<file path="src/rtl/sp_port_dispatcher_pkg.sv">
// sp_port_dispatcher_pkg: default parameters and the illegal port-id check shared
// with the qsch arbiter family.
package sp_port_dispatcher_pkg;
    localparam int DEF_REQ_NUMB      = 4;
    localparam int DEF_ID_BITWIDTH   = 2;
    localparam int DEF_DATA_BITWIDTH = 10;
    localparam int DEF_CNT_BITWIDTH  = 16;

    function automatic logic id_illegal(input int unsigned id, input int unsigned req_numb);
        return id >= req_numb;
    endfunction
endpackage

</file>
<file path="src/rtl/sp_skid_buf.sv">
// sp_skid_buf: two-entry input skid buffer (head + skid) with a registered ready.
module sp_skid_buf #(
    parameter int WIDTH = 12
) (
    input  logic             clk_i,
    input  logic             rst_i,
    input  logic             in_vld_i,
    input  logic [WIDTH-1:0] in_data_i,
    output logic             in_rdy_o,
    output logic             out_vld_o,
    output logic [WIDTH-1:0] out_data_o,
    input  logic             out_rdy_i
);
    logic             head_vld_q, head_vld_d, skid_vld_q, skid_vld_d, rdy_q;
    logic [WIDTH-1:0] head_q, head_d, skid_q, skid_d;
    logic             in_fire, out_fire;

    assign in_fire    = in_vld_i & rdy_q;
    assign out_fire   = head_vld_q & out_rdy_i;
    assign in_rdy_o   = rdy_q;
    assign out_vld_o  = head_vld_q;
    assign out_data_o = head_q;

    // Ready is only high while the skid entry is empty, so a pop never coincides
    // with a full skid and an incoming beat.
    always_comb begin
        head_vld_d = head_vld_q;
        head_d     = head_q;
        skid_vld_d = skid_vld_q;
        skid_d     = skid_q;
        if (out_fire) begin
            head_vld_d = skid_vld_q | in_fire;
            head_d     = skid_vld_q ? skid_q : in_data_i;
            skid_vld_d = 1'b0;
        end else if (in_fire) begin
            if (head_vld_q) begin
                skid_vld_d = 1'b1;
                skid_d     = in_data_i;
            end else begin
                head_vld_d = 1'b1;
                head_d     = in_data_i;
            end
        end
    end

    always_ff @(posedge clk_i or posedge rst_i) begin
        if (rst_i) begin
            head_vld_q <= 1'b0;
            skid_vld_q <= 1'b0;
            head_q     <= '0;
            skid_q     <= '0;
            rdy_q      <= 1'b0;
        end else begin
            head_vld_q <= head_vld_d;
            skid_vld_q <= skid_vld_d;
            head_q     <= head_d;
            skid_q     <= skid_d;
            rdy_q      <= ~skid_vld_d;
        end
    end
endmodule

</file>
<file path="src/rtl/sp_port_dispatcher.sv">
// sp_port_dispatcher: routes an in-order beat stream to per-port output registers,
// dropping and counting beats addressed to nonexistent ports.
module sp_port_dispatcher
    import sp_port_dispatcher_pkg::*;
#(
    parameter int REQ_NUMB      = DEF_REQ_NUMB,
    parameter int ID_BITWIDTH   = DEF_ID_BITWIDTH,
    parameter int DATA_BITWIDTH = DEF_DATA_BITWIDTH,
    parameter int CNT_BITWIDTH  = DEF_CNT_BITWIDTH
) (
    input  logic                     sys_clk,
    input  logic                     rst,
    input  logic                     RxVld,
    input  logic [DATA_BITWIDTH-1:0] RxData,
    input  logic [ID_BITWIDTH-1:0]   RxPortId,
    output logic                     RxRdy,
    output logic [REQ_NUMB-1:0]      TxVld,
    output logic [DATA_BITWIDTH-1:0] TxData [REQ_NUMB],
    input  logic [REQ_NUMB-1:0]      TxRdy,
    output logic [CNT_BITWIDTH-1:0]  DropCnt
);
    localparam int BW = ID_BITWIDTH + DATA_BITWIDTH;

    logic                     head_vld, pop, illegal;
    logic [BW-1:0]            head;
    logic [ID_BITWIDTH-1:0]   head_id;
    logic [DATA_BITWIDTH-1:0] head_data;
    logic [REQ_NUMB-1:0]      load, vld_q, vld_d;
    logic [DATA_BITWIDTH-1:0] dat_q [REQ_NUMB];
    logic [CNT_BITWIDTH-1:0]  drop_q, drop_d;

    sp_skid_buf #(.WIDTH(BW)) u_skid (
        .clk_i     (sys_clk),
        .rst_i     (rst),
        .in_vld_i  (RxVld),
        .in_data_i ({RxPortId, RxData}),
        .in_rdy_o  (RxRdy),
        .out_vld_o (head_vld),
        .out_data_o(head),
        .out_rdy_i (pop)
    );

    assign {head_id, head_data} = head;
    assign illegal = id_illegal(32'(head_id), REQ_NUMB);

    // A port register accepts the head when empty or draining on the same edge.
    for (genvar p = 0; p < REQ_NUMB; p++) begin : g_port
        assign load[p]  = head_vld & ~illegal & (head_id == ID_BITWIDTH'(p)) & (~vld_q[p] | TxRdy[p]);
        assign vld_d[p] = load[p] | (vld_q[p] & ~TxRdy[p]);
    end

    assign pop     = (head_vld & illegal) | (|load);
    assign drop_d  = (head_vld & illegal & ~&drop_q) ? drop_q + 1'b1 : drop_q;
    assign TxVld   = vld_q;
    assign TxData  = dat_q;
    assign DropCnt = drop_q;

    always_ff @(posedge sys_clk or posedge rst) begin
        if (rst) begin
            vld_q  <= '0;
            drop_q <= '0;
            for (int i = 0; i < REQ_NUMB; i++) dat_q[i] <= '0;
        end else begin
            vld_q  <= vld_d;
            drop_q <= drop_d;
            for (int i = 0; i < REQ_NUMB; i++) if (load[i]) dat_q[i] <= head_data;
        end
    end
endmodule

</file>
<file path="config.mk">
export PLATFORM = sky130hd
export DESIGN_NAME = sp_port_dispatcher
export DESIGN_NICKNAME = d
export VERILOG_FILES = /design/src/rtl/sp_port_dispatcher_pkg.sv /design/src/rtl/sp_skid_buf.sv /design/src/rtl/sp_port_dispatcher.sv
export SDC_FILE = /design/constraint.sdc
export NUM_CORES = 1
export LEC_CHECK = 0
export ABC_AREA = 1
export CORE_UTILIZATION = 46
export CTS_BUF_LIST = sky130_fd_sc_hd__clkbuf_8
export CTS_CLUSTER_DIAMETER = 120
export CTS_CLUSTER_SIZE = 14
export DETAILED_ROUTE_END_ITERATION = 10
export GPL_TIMING_DRIVEN = 0
export HOLD_SLACK_MARGIN = 0.05
export PLACE_DENSITY = 0.76
export SETUP_SLACK_MARGIN = 0.1
export SLEW_MARGIN = 20
export SYNTH_ARGS = -nofsm -noshare
export SYNTH_HDL_FRONTEND = slang
export SYNTH_SLANG_ARGS = --single-unit
</file>
<file path="constraint.sdc">
create_clock -name sys_clk -period 2.25 [get_ports sys_clk]
set_clock_uncertainty 0.1 [all_clocks]
set_input_delay 0.45 -clock sys_clk [delete_from_list [all_inputs] [get_ports sys_clk]]
set_output_delay 0.45 -clock sys_clk [all_outputs]
set_load 0.005 [all_outputs]
</file>
## Word-level counts from Yosys, hierarchy flattened

Cells that the tools add are included.

| cells by class | value |
|---|---|
| equality and inequality tests | 4 |
| bitwise operators | 33 |
| multiplexer cells | 9 |
| reductions and logical operators | 5 |

Operators with widths:

| cell | number |
|---|---|
| 2-to-1 mux 12 bit | 4 |
| AND 1 bit | 14 |
| NOT 1 bit | 10 |
| OR 1 bit | 9 |
| 2-to-1 mux 1 bit | 5 |
| == test 2 bit, second input constant | 2 |
| OR reduction 4 bit | 1 |
| AND reduction 3 bit | 1 |
| == test 2 x 1 -> 1 bit, second input constant | 1 |
| logical NOT 2 bit | 1 |
| inequality test 2 bit, second input constant | 1 |
| AND reduction 2 bit | 1 |
| nonzero test 2 bit | 1 |

| storage, ports and cells | value |
|---|---|
| logic and storage cells | 61 |
| register bits | 71 |
| input port bits | 19 |

## Longest topological paths before layout

Gate-level depths: netlist of the first run.

| depth | value |
|---|---|
| depth in word-level cells | 7 |
| depth in mapped cells | 10 |
| gate-level depth less buffers | 9 |

## By module

From an unflattened synthesis of the first run, not the netlist that was laid out.

| second synthesis, totals | value |
|---|---|
| cells, all modules | 371 |
| area, all modules | 3,218.1 µm² |

By module, submodules not included:

| module | times used | area each (µm²) | cells each | seq. area each (µm²) |
|---|---|---|---|---|
| sp_port_dispatcher | 1 | 1,883.1 | 209 | 1,101.1 |
| sp_skid_buf | 1 | 1,335.0 | 162 | 675.6 |

## Worst setup path after synthesis of the first run

Ideal clock, no wire load.

| timing path | value |
|---|---|
| kind | input -> register |
| start point | in TxRdy[3] |
| end point | reg u_skid.head_q[0] (netlist: u_skid.out_data_o[0]) |
| data required time | 2.034 ns |
| arrival time | 1.318 ns |
| stages on the path | 9 |
| slack | 0.716 ns |
| path buffers | 1 |
| library setup time | 0.116 ns |
| path through | nor2_1 nor2_4 nor2_4 nand2_8 inv_6 nand2_4 buf_8 nand2_2 nand2_1 |

| on the way | value |
|---|---|
| cells in the longest elaborated chain, start to end | 6 |
| elaborated cells between the ends (all ways) | 8 |
| classes of those cells | 1 x eq/ne; 1 x mux; 3 x bitwise; 3 x reduce/logical |

RTL lines:

| item | line | source |
|---|---|---|
| from (decl) | sp_port_dispatcher.sv:19 | `input logic [REQ_NUMB-1:0] TxRdy,` |
| OR 1 bit * | sp_port_dispatcher.sv:48 | `assign load[p] = head_vld & ~illegal & (head_id == ID_BITWIDTH'(p)) & (~vld_q[p] \| TxRdy[p]);` |
| AND 1 bit * | sp_port_dispatcher.sv:48 |  |
| OR reduction 4 bit * | sp_port_dispatcher.sv:52 | `assign pop = (head_vld & illegal) \| (\|load);` |
| AND 1 bit * | sp_skid_buf.sv:19 | `assign out_fire = head_vld_q & out_rdy_i;` |
| inequality test 2 bit (no source line) / nonzero test 2 bit (equally long branches) | - |  |
| AND reduction 2 bit (no source line) | - |  |
| to (signal assigned) | sp_skid_buf.sv:50 | `head_q <= '0;` |
| to (signal assigned) | sp_skid_buf.sv:56 | `head_q <= head_d;` |
| to (decl) | sp_skid_buf.sv:15 | `logic [WIDTH-1:0] head_q, head_d, skid_q, skid_d;` |

Mark *: on every way between the ends. The rest lies on a longest branch, timed or not.
A chain may end at the register's enable or synchronous reset.

## Worst setup path in the final report of the first run

| timing path | value |
|---|---|
| start point | reg dat_q (netlist bit TxData[38]) |
| end point | out TxData[38] in the netlist's numbering |

RTL lines:

| item | line | source |
|---|---|---|
| from (decl) | sp_port_dispatcher.sv:29 | `logic [DATA_BITWIDTH-1:0] dat_q [REQ_NUMB];` |
| to (decl) | sp_port_dispatcher.sv:18 | `output logic [DATA_BITWIDTH-1:0] TxData [REQ_NUMB],` |

No word-level cell between the ends.

==> results of run 1 <==
-- cells in the final DEF (no fill, tap or decap), types with 2 or more instances in the layout --
master and n:
nor2_2 3, clkbuf_8 9, nor2_1 6, nand2_2 20
inv_6 3, clkinv_4 2, nand3_2 3, buf_2 3
nand3_1 25, buf_8 2, clkinvlp_4 3, dfrtp_1 71
buf_4 18, clkdlybuf4s50_1 63, conb_1 16, inv_2 2
nor2_4 4, nand2_1 145, o21ai_0 44, inv_1 22
clkbuf_1 10, nand2_4 2
-- synth_stat cells, drive strengths merged --
| library cell | number |
|---|---|
| clkbuf | 10 |
| inv | 26 |
| a21oi | 1 |
| o21ai | 44 |
| dfrtp | 71 |
| conb | 1 |
| nor2 | 13 |
| nand3 | 28 |
| buf | 24 |
| nand2 | 168 |
-- stage by stage --
stage	setup WS, ps	total power, uW	utilization	hold WS, ps	cells
6_report	467	6470	0.634	380	578
5_1_grt	418	7070	0.634	395	578
4_1_cts	459	6530	0.634	386	578
3_5_place_dp	171	5480	0.605	366	562
3_3_place_gp	91.6	5350	0.598	355	560
2_1_floorplan	716	4260	-	342	401
-- power by group through the flow --
stage,Combinational [uW],Sequential [uW],Clock [uW]
floorplan,2030,2220,0
global placement,3100,2250,0
detailed placement,3220,2270,0
CTS,3230,2250,1060
global route,3630,2310,1120
finish,3180,2250,1040
-- registers in the layout, indices dropped and copies added (netlist names) --
register           cells
TxData                40
TxVld                  4
u_skid.in_rdy_o        1
u_skid.out_data_o     12
u_skid.out_vld_o       1
u_skid.skid_q         12
u_skid.skid_vld_q      1
-- layout make-up --
| type | instances | area [um^2] | share of cell area |
|---|---|---|---|
| Clock inverter | 7 | 80.1 | 0.0184 |
| Multi-Input combinational cell | 270 | 1240 | 0.285 |
| Tap cell | 96 | 120 | 0.0276 |
| Clock buffer | 9 | 124 | 0.0284 |
| Buffer | 34 | 229 | 0.0526 |
| Sequential cell | 71 | 1780 | 0.408 |
| Inverter | 26 | 106 | 0.0244 |
| Timing Repair Buffer | 65 | 678 | 0.156 |
-- cell families (layout without fill, tap and decap cells) --
kind of cell	after synthesis	after routing	share of synthesized area
AOI/OAI and AO/OA	45	45	0.0695
buffers and inverters	60	141	0.101
DFF	71	71	0.539
other	1	16	0.00114
and+or+nand+nor	209	209	0.289
-- path summary, 6_finish.rpt --
path / from / endpoint
min reg2reg: u_skid.out_data_o[9]$_DFFE_PP0P_ / u_skid.out_data_o[9]$_DFFE_PP0P_
max in group asynchronous: rst / u_skid.skid_q[1]$_DFFE_PP0P_
min: u_skid.out_data_o[9]$_DFFE_PP0P_ / u_skid.out_data_o[9]$_DFFE_PP0P_
max reg2reg: u_skid.out_vld_o$_DFFE_PP0P_ / u_skid.out_data_o[8]$_DFFE_PP0P_
min in group asynchronous: rst / TxVld[1]$_DFF_PP0_
max: TxData[38]$_DFFE_PP0P_ / TxData[38]
-- tightest hold or removal path, stage by stage, from the launching register on --
cell and delay, ps:
dfrtp_1 350, nand2_1 50, nand2_1 50
-- metal layers --
metal	global-route usage	share of wire	vias to the layer above
met2	0.329	0.48	63
met4	0.0818	0.017	0
li1	-	-	1349
met1	0.248	0.46	1175
met3	0.0400	0.046	9
met5	0	0	-
==> summary.txt, run 1 <==
Outcome
  • Status: finished clean

Synth
  • Register bit total from synthesis: 71
  • Post-synthesis sequential area ratio: 0.539
  • Synth warnings: 0
  • Synthesized area per cell: 8.53 um^2
  • Netlist cell types: 21
  • Post-synthesis instance total: 386
  • Yosys top cell area share: 0.539
  • Cell taking the most area after synthesis: dfrtp_1
  • Synth area leaders: dfrtp_1 (54%), nand2_1 (17%), o21ai_0 (6.7%)
  • Mapped cell area: around 0.0033 mm^2

Cells and area
  • Final net count: about 500
  • Final instance area: 0.00436 mm^2
  • Area added between synthesis and finish: 32.2%
  • # fillers: 614
  • # diodes: 0
  • Layout cells sized above 1: 0.166

Pwr
  • Lkg Pwr: around 0.0022 uW
  • Worst vdd ir: a little under 0.0008 V
  • Switching power of the nets: between 2000 and 3000 uW
  • Logic pwr share: 0.492
  • Pint: 3870 uW
  • Clk pwr share: 0.161
  • Switching Fraction: 0.402
  • PwrDens: approximately 1500 mW/mm^2
  • Flop pwr share: 0.347

Place
  • Post-DP Area: 0.00415 mm^2
  • Port-buffer cells: 63
  • GP Congestion: 0.745
  • Sum of net half-perimeters after detailed placement: 5.13 mm

Detailed routing
  • WL per Instance: 11.4 um
  • Initial DRC Count: about 110
  • TritonRoute pass-1 iters: 4
  • WL final: 6.62 mm
  • Via-to-Cell Ratio: 4.49
  • ANT nets after route: 0
  • DRC errors left: 0
  • Via count: 2596

Global routing
  • Grt ovf: 0
  • Initial antenna violation count: 0
  • Vias in the first global route: 2510
  • Largest net degree at the start of global routing: 30
  • Gr usage total: 0.196
  • First-pass GRT wire length: 11.3 mm

Critical path
  • Largest fanout on the critical path: 2
  • CP peak stage delay: a little over 500 ps
  • Critical-path top delay cell: clkdlybuf4s50_1
  • CP startpoint kind: flop
  • Cell family with most CP delay: buffers and inverters
  • Critical path cell sequence: clkdlybuf4s50_1
  • Data required time of the worst path: around 1700 ps
  • Crit. End Element: primary output
  • Crit path DAT: approximately 1200 ps
  • Critical path type: reg2out
  • Reg2Reg Depth: 9
  • Worst reg-to-reg setup slack: ~630 ps
  • WP buf/inv: 1
  • Critical Path Stages: 1

Timing
  • Worst Max-Slew Pin Slew: 555 ps
  • Final hold viol count: 0
  • F_max: 561 MHz
  • Slew margin rel.: 0.629
  • RSZ-0062 raised after global routing: no
  • Post-route minimum period: 1780 ps
  • Max Transition Viols Final: 0
  • Tcrit/Tclk final: 0.793
  • Setup TNS: 0 ps
  • Final setup viols: 0

Clock tree
  • H-tree Lvls: 3
  • CTS max path bufs: 2
  • Post-CTS setup buffers: 0
  • Clk slew on worst S/H paths: 80 ps
  • Root Buffer: clkbuf_8
  • Skew-Pair Late Insertion Delay: 350 ps
  • TritonCTS clock tree: yes
  • Post-CTS Hold Buffers: 0
  • CTS Sinks: 71
  • Num CTS Buffers: 9
  • Post-cts sizing count: 0

Floorplan
  • Core area: 0.00687 mm^2
  • Die Y: 86.6 um
  • # IOs: 80
  • # rows: 30
  • Horiz. Die Dim: 86.6 um
  • Die area: around 0.0075 mm^2
  • Initial Util: 0.480

Job
  • Total of max-cap violations: 0

Worst hold path
  • HP Class: reg2reg
  • Hold Path Depth: 2
No activity file was read; power rests on OpenSTA's default activity.
==> run 2: changes to the inputs <==
==> constraint.sdc (replaced) <==
create_clock -name sys_clk -period 1.6 [get_ports sys_clk]
set_clock_uncertainty 0.1 [all_clocks]
set_input_delay 0.32 -clock sys_clk [delete_from_list [all_inputs] [get_ports sys_clk]]
set_output_delay 0.32 -clock sys_clk [all_outputs]
set_load 0.005 [all_outputs]
==> run 2 against run 1 <==
  * Non-clock buffer count increased by 27
  * Setup slack got worse by 460 ps
  * Hold slack worse by 100 ps
  * Highest routed layer unchanged
==> summary.txt, run 2 (synthesized netlist as in run 1, its figures left out) <==
Pwr
  • Lkg Pwr: roughly 0.0025 uW
  • Worst vdd ir: between 0.001 and 0.0015 V
  • PwrDens: 2090 mW/mm^2

Clock tree
  • Skew-Pair Late Insertion Delay: 350 ps
  • Root Buffer: clkbuf_8
  • Clk slew on worst S/H paths: 80 ps
  • Num CTS Buffers: 9
  • CTS Sinks: 71
  • H-tree Lvls: 3
  • CTS max path bufs: 2
  • TritonCTS clock tree: yes

Worst hold path
  • HP Class: in2async

Cells and area
  • Max reg flops: 40
  • Commonest non-fill, non-tap cell in the layout: nand2_1
  • # diodes: 0
  • Most frequent cells in the layout: nand2_1 (145), dfrtp_1 (68), dlygate4sd2_1 (45), buf_4 (44), o21ai_0 (36)
  • Final net count: 523
  • Area added between synthesis and finish: 39.4%
  • # fillers: 588
  • Multi-input logic area: 0.00128 mm^2
  • Reg area: 0.00178 mm^2
  • Layout cells sized above 1: 0.238

Detailed routing
  • Met2 routed WL: about 3.6 mm
  • Initial DRC Count: 95
  • ANT nets after route: 0
  • TritonRoute pass-1 iters: 5
  • DRC errors left: 0
  • WL per Instance: 11.7 um
  • Top sig layer: met4
  • WL final: 7.09 mm
  • Routed length on met3: 364 um
  • Via-to-Cell Ratio: 4.52
  • Via count: 2734
  • Routed length on met1: 3.05 mm

Floorplan
  • Die area: between 0.007 and 0.008 mm^2
  • Horiz. Die Dim: a little under 90 um
  • # IOs: 80
  • Core area: 0.00687 mm^2
  • # rows: 30
  • Initial Util: 0.480
  • Die Y: 86.6 um

Critical path
  • Critical path type: reg2reg
  • Data required time of the worst path: 1730 ps
  • Critical path cell sequence: nor2_1 > nand2_1 > nor2_4 > nor2_4 > nand2_8 > clkinv_8 > nand2_8 > clkbuf_16 > nand2_2 > nand2_1
  • Crit. End Element: flop
  • Reg-to-Reg End: u_skid.out_data_o[8]$_DFFE_PP0P_
  • Worst reg-to-reg setup slack: between 3 and 4 ps
  • WP buf/inv: 2
  • Cell family with most CP delay: simple AND/OR/NAND/NOR gates
  • Critical-path top delay cell: dfrtp_2
  • Critical Path Stages: 10
  • Reg2reg start: u_skid.out_data_o[10]$_DFFE_PP0P_
  • Crit path DAT: between 1500 and 2000 ps
  • Reg2Reg Depth: 10
  • CP startpoint kind: flop
  • Largest fanout on the critical path: 6
  • CP peak stage delay: around 430 ps

Timing
  • Post-route minimum period: 1600 ps
  • Final setup viols: 0
  • Tcrit/Tclk final: 0.998
  • Slew margin rel.: 0.630
  • Worst Max-Slew Pin Slew: 554 ps
  • RSZ-0062 raised after global routing: yes
  • Setup TNS: 0 ps
  • Final hold slack: 276 ps
  • F_max: 626 MHz
  • Max Transition Viols Final: 0
  • Final hold viol count: 0

Global routing
  • Grt ovf: 0
  • Vias in the first global route: 2628
  • Initial antenna violation count: 0
  • Largest net degree at the start of global routing: 30
  • Gr usage total: 0.203
  • First-pass GRT wire length: 11.7 mm

Place
  • Sum of net half-perimeters after detailed placement: around 5.1 mm
  • GP Congestion: 0.745
  • Port-buffer cells: 63

Job
  • Total of max-cap violations: 0

Outcome
  • Status: finished clean
[run 2: cell types whose count changed in the layout (fill, tap and decap cells not counted), sizes merged]
cell           previous run  this run
clkbuf                   19        16
clkinv                    2         3
inv                      27        26
buf                      26        56
dlygate4sd2               0        45
clkdlybuf4s50            63        18
[run 2: metal layers]
metal	global-route usage	up-vias
met2	0.351	79
met5	0	-
met1	0.248	1240
li1	-	1405
met3	0.0410	10
met4	0.0818	0
[run 2: cell type report]
cell class | count | share of cell area
buffer | 34 | 0.0556
clock buffer | 9 | 0.0270
clock inverter | 7 | 0.0174
inverter | 26 | 0.0248
multi-input combinational | 270 | 0.278
sequential | 71 | 0.388
tap | 96 | 0.0262
timing repair buffer | 92 | 0.183
[run 2: worst register-to-register path, delay by kind of cell (launching register included)]
kind	cells	cell delay (ps)
and+or+nand+nor	8	710
buffers and inverters	2	250
DFF	1	430
[run 2: worst max-delay path by stage]
stage | from | endpoint | slack (ps)
6_report | u_skid.out_data_o[10]$_DFFE_PP0P_ | u_skid.out_data_o[8]$_DFFE_PP0P_ | 4
5_1_grt | u_skid.out_data_o[10]$_DFFE_PP0P_ | u_skid.out_data_o[8]$_DFFE_PP0P_ | -80
4_1_cts | u_skid.out_data_o[10]$_DFFE_PP0P_ | u_skid.out_data_o[8]$_DFFE_PP0P_ | 40
3_5_place_dp | TxRdy[3] | u_skid.out_data_o[8]$_DFFE_PP0P_ | -350
3_3_place_gp | rst | u_skid.skid_q[5]$_DFFE_PP0P_ | -430
2_1_floorplan | TxVld[3]$_DFF_PP0_ | u_skid.out_data_o[0]$_DFFE_PP0P_ | 140
[run 2: where the power goes]
part	internal [uW]	leakage [uW]	switching (uW)	total, uW
logic	2340	0.00147	2680	5020
clock network	735	0.0000964	722	1460
registers	2640	0.000889	496	3130
[run 2: what timing repair did]
item | CTS | global route
resized for setup | 52 | 36
cloned | 0 | 1
endpoints found under the setup margin | 99 | 66
hold buffers | 0 | 0
pin swaps | 3 | 5
setup buffers | 24 | 2
[run 2: through the flow]
step / std cells / setup slack (ps) / total power, uW / area [um^2] / utilization
floorplan: 401 / 139 / 5990 / 3350 / -
global placement: 560 / -428 / 7520 / 4110 / 0.598
detailed placement: 562 / -349 / 7710 / 4150 / 0.605
CTS: 602 / 35.9 / 9280 / 4490 / 0.654
global route: 605 / -77.3 / 10500 / 4590 / 0.668
finish: 605 / 3.76 / 9610 / 4590 / 0.668
==> run 3: changes to the inputs <==
--- a/config.mk
+++ b/config.mk
@@ -6,6 +6,7 @@
 export NUM_CORES = 1
 export LEC_CHECK = 0
 export ABC_AREA = 1
+export CAP_MARGIN = 20
 export CORE_UTILIZATION = 46
 export CTS_BUF_LIST = sky130_fd_sc_hd__clkbuf_8
 export CTS_CLUSTER_DIAMETER = 120
==> results of run 3 <==
The final DEF is identical to that of run 2; final timing and power are the same.
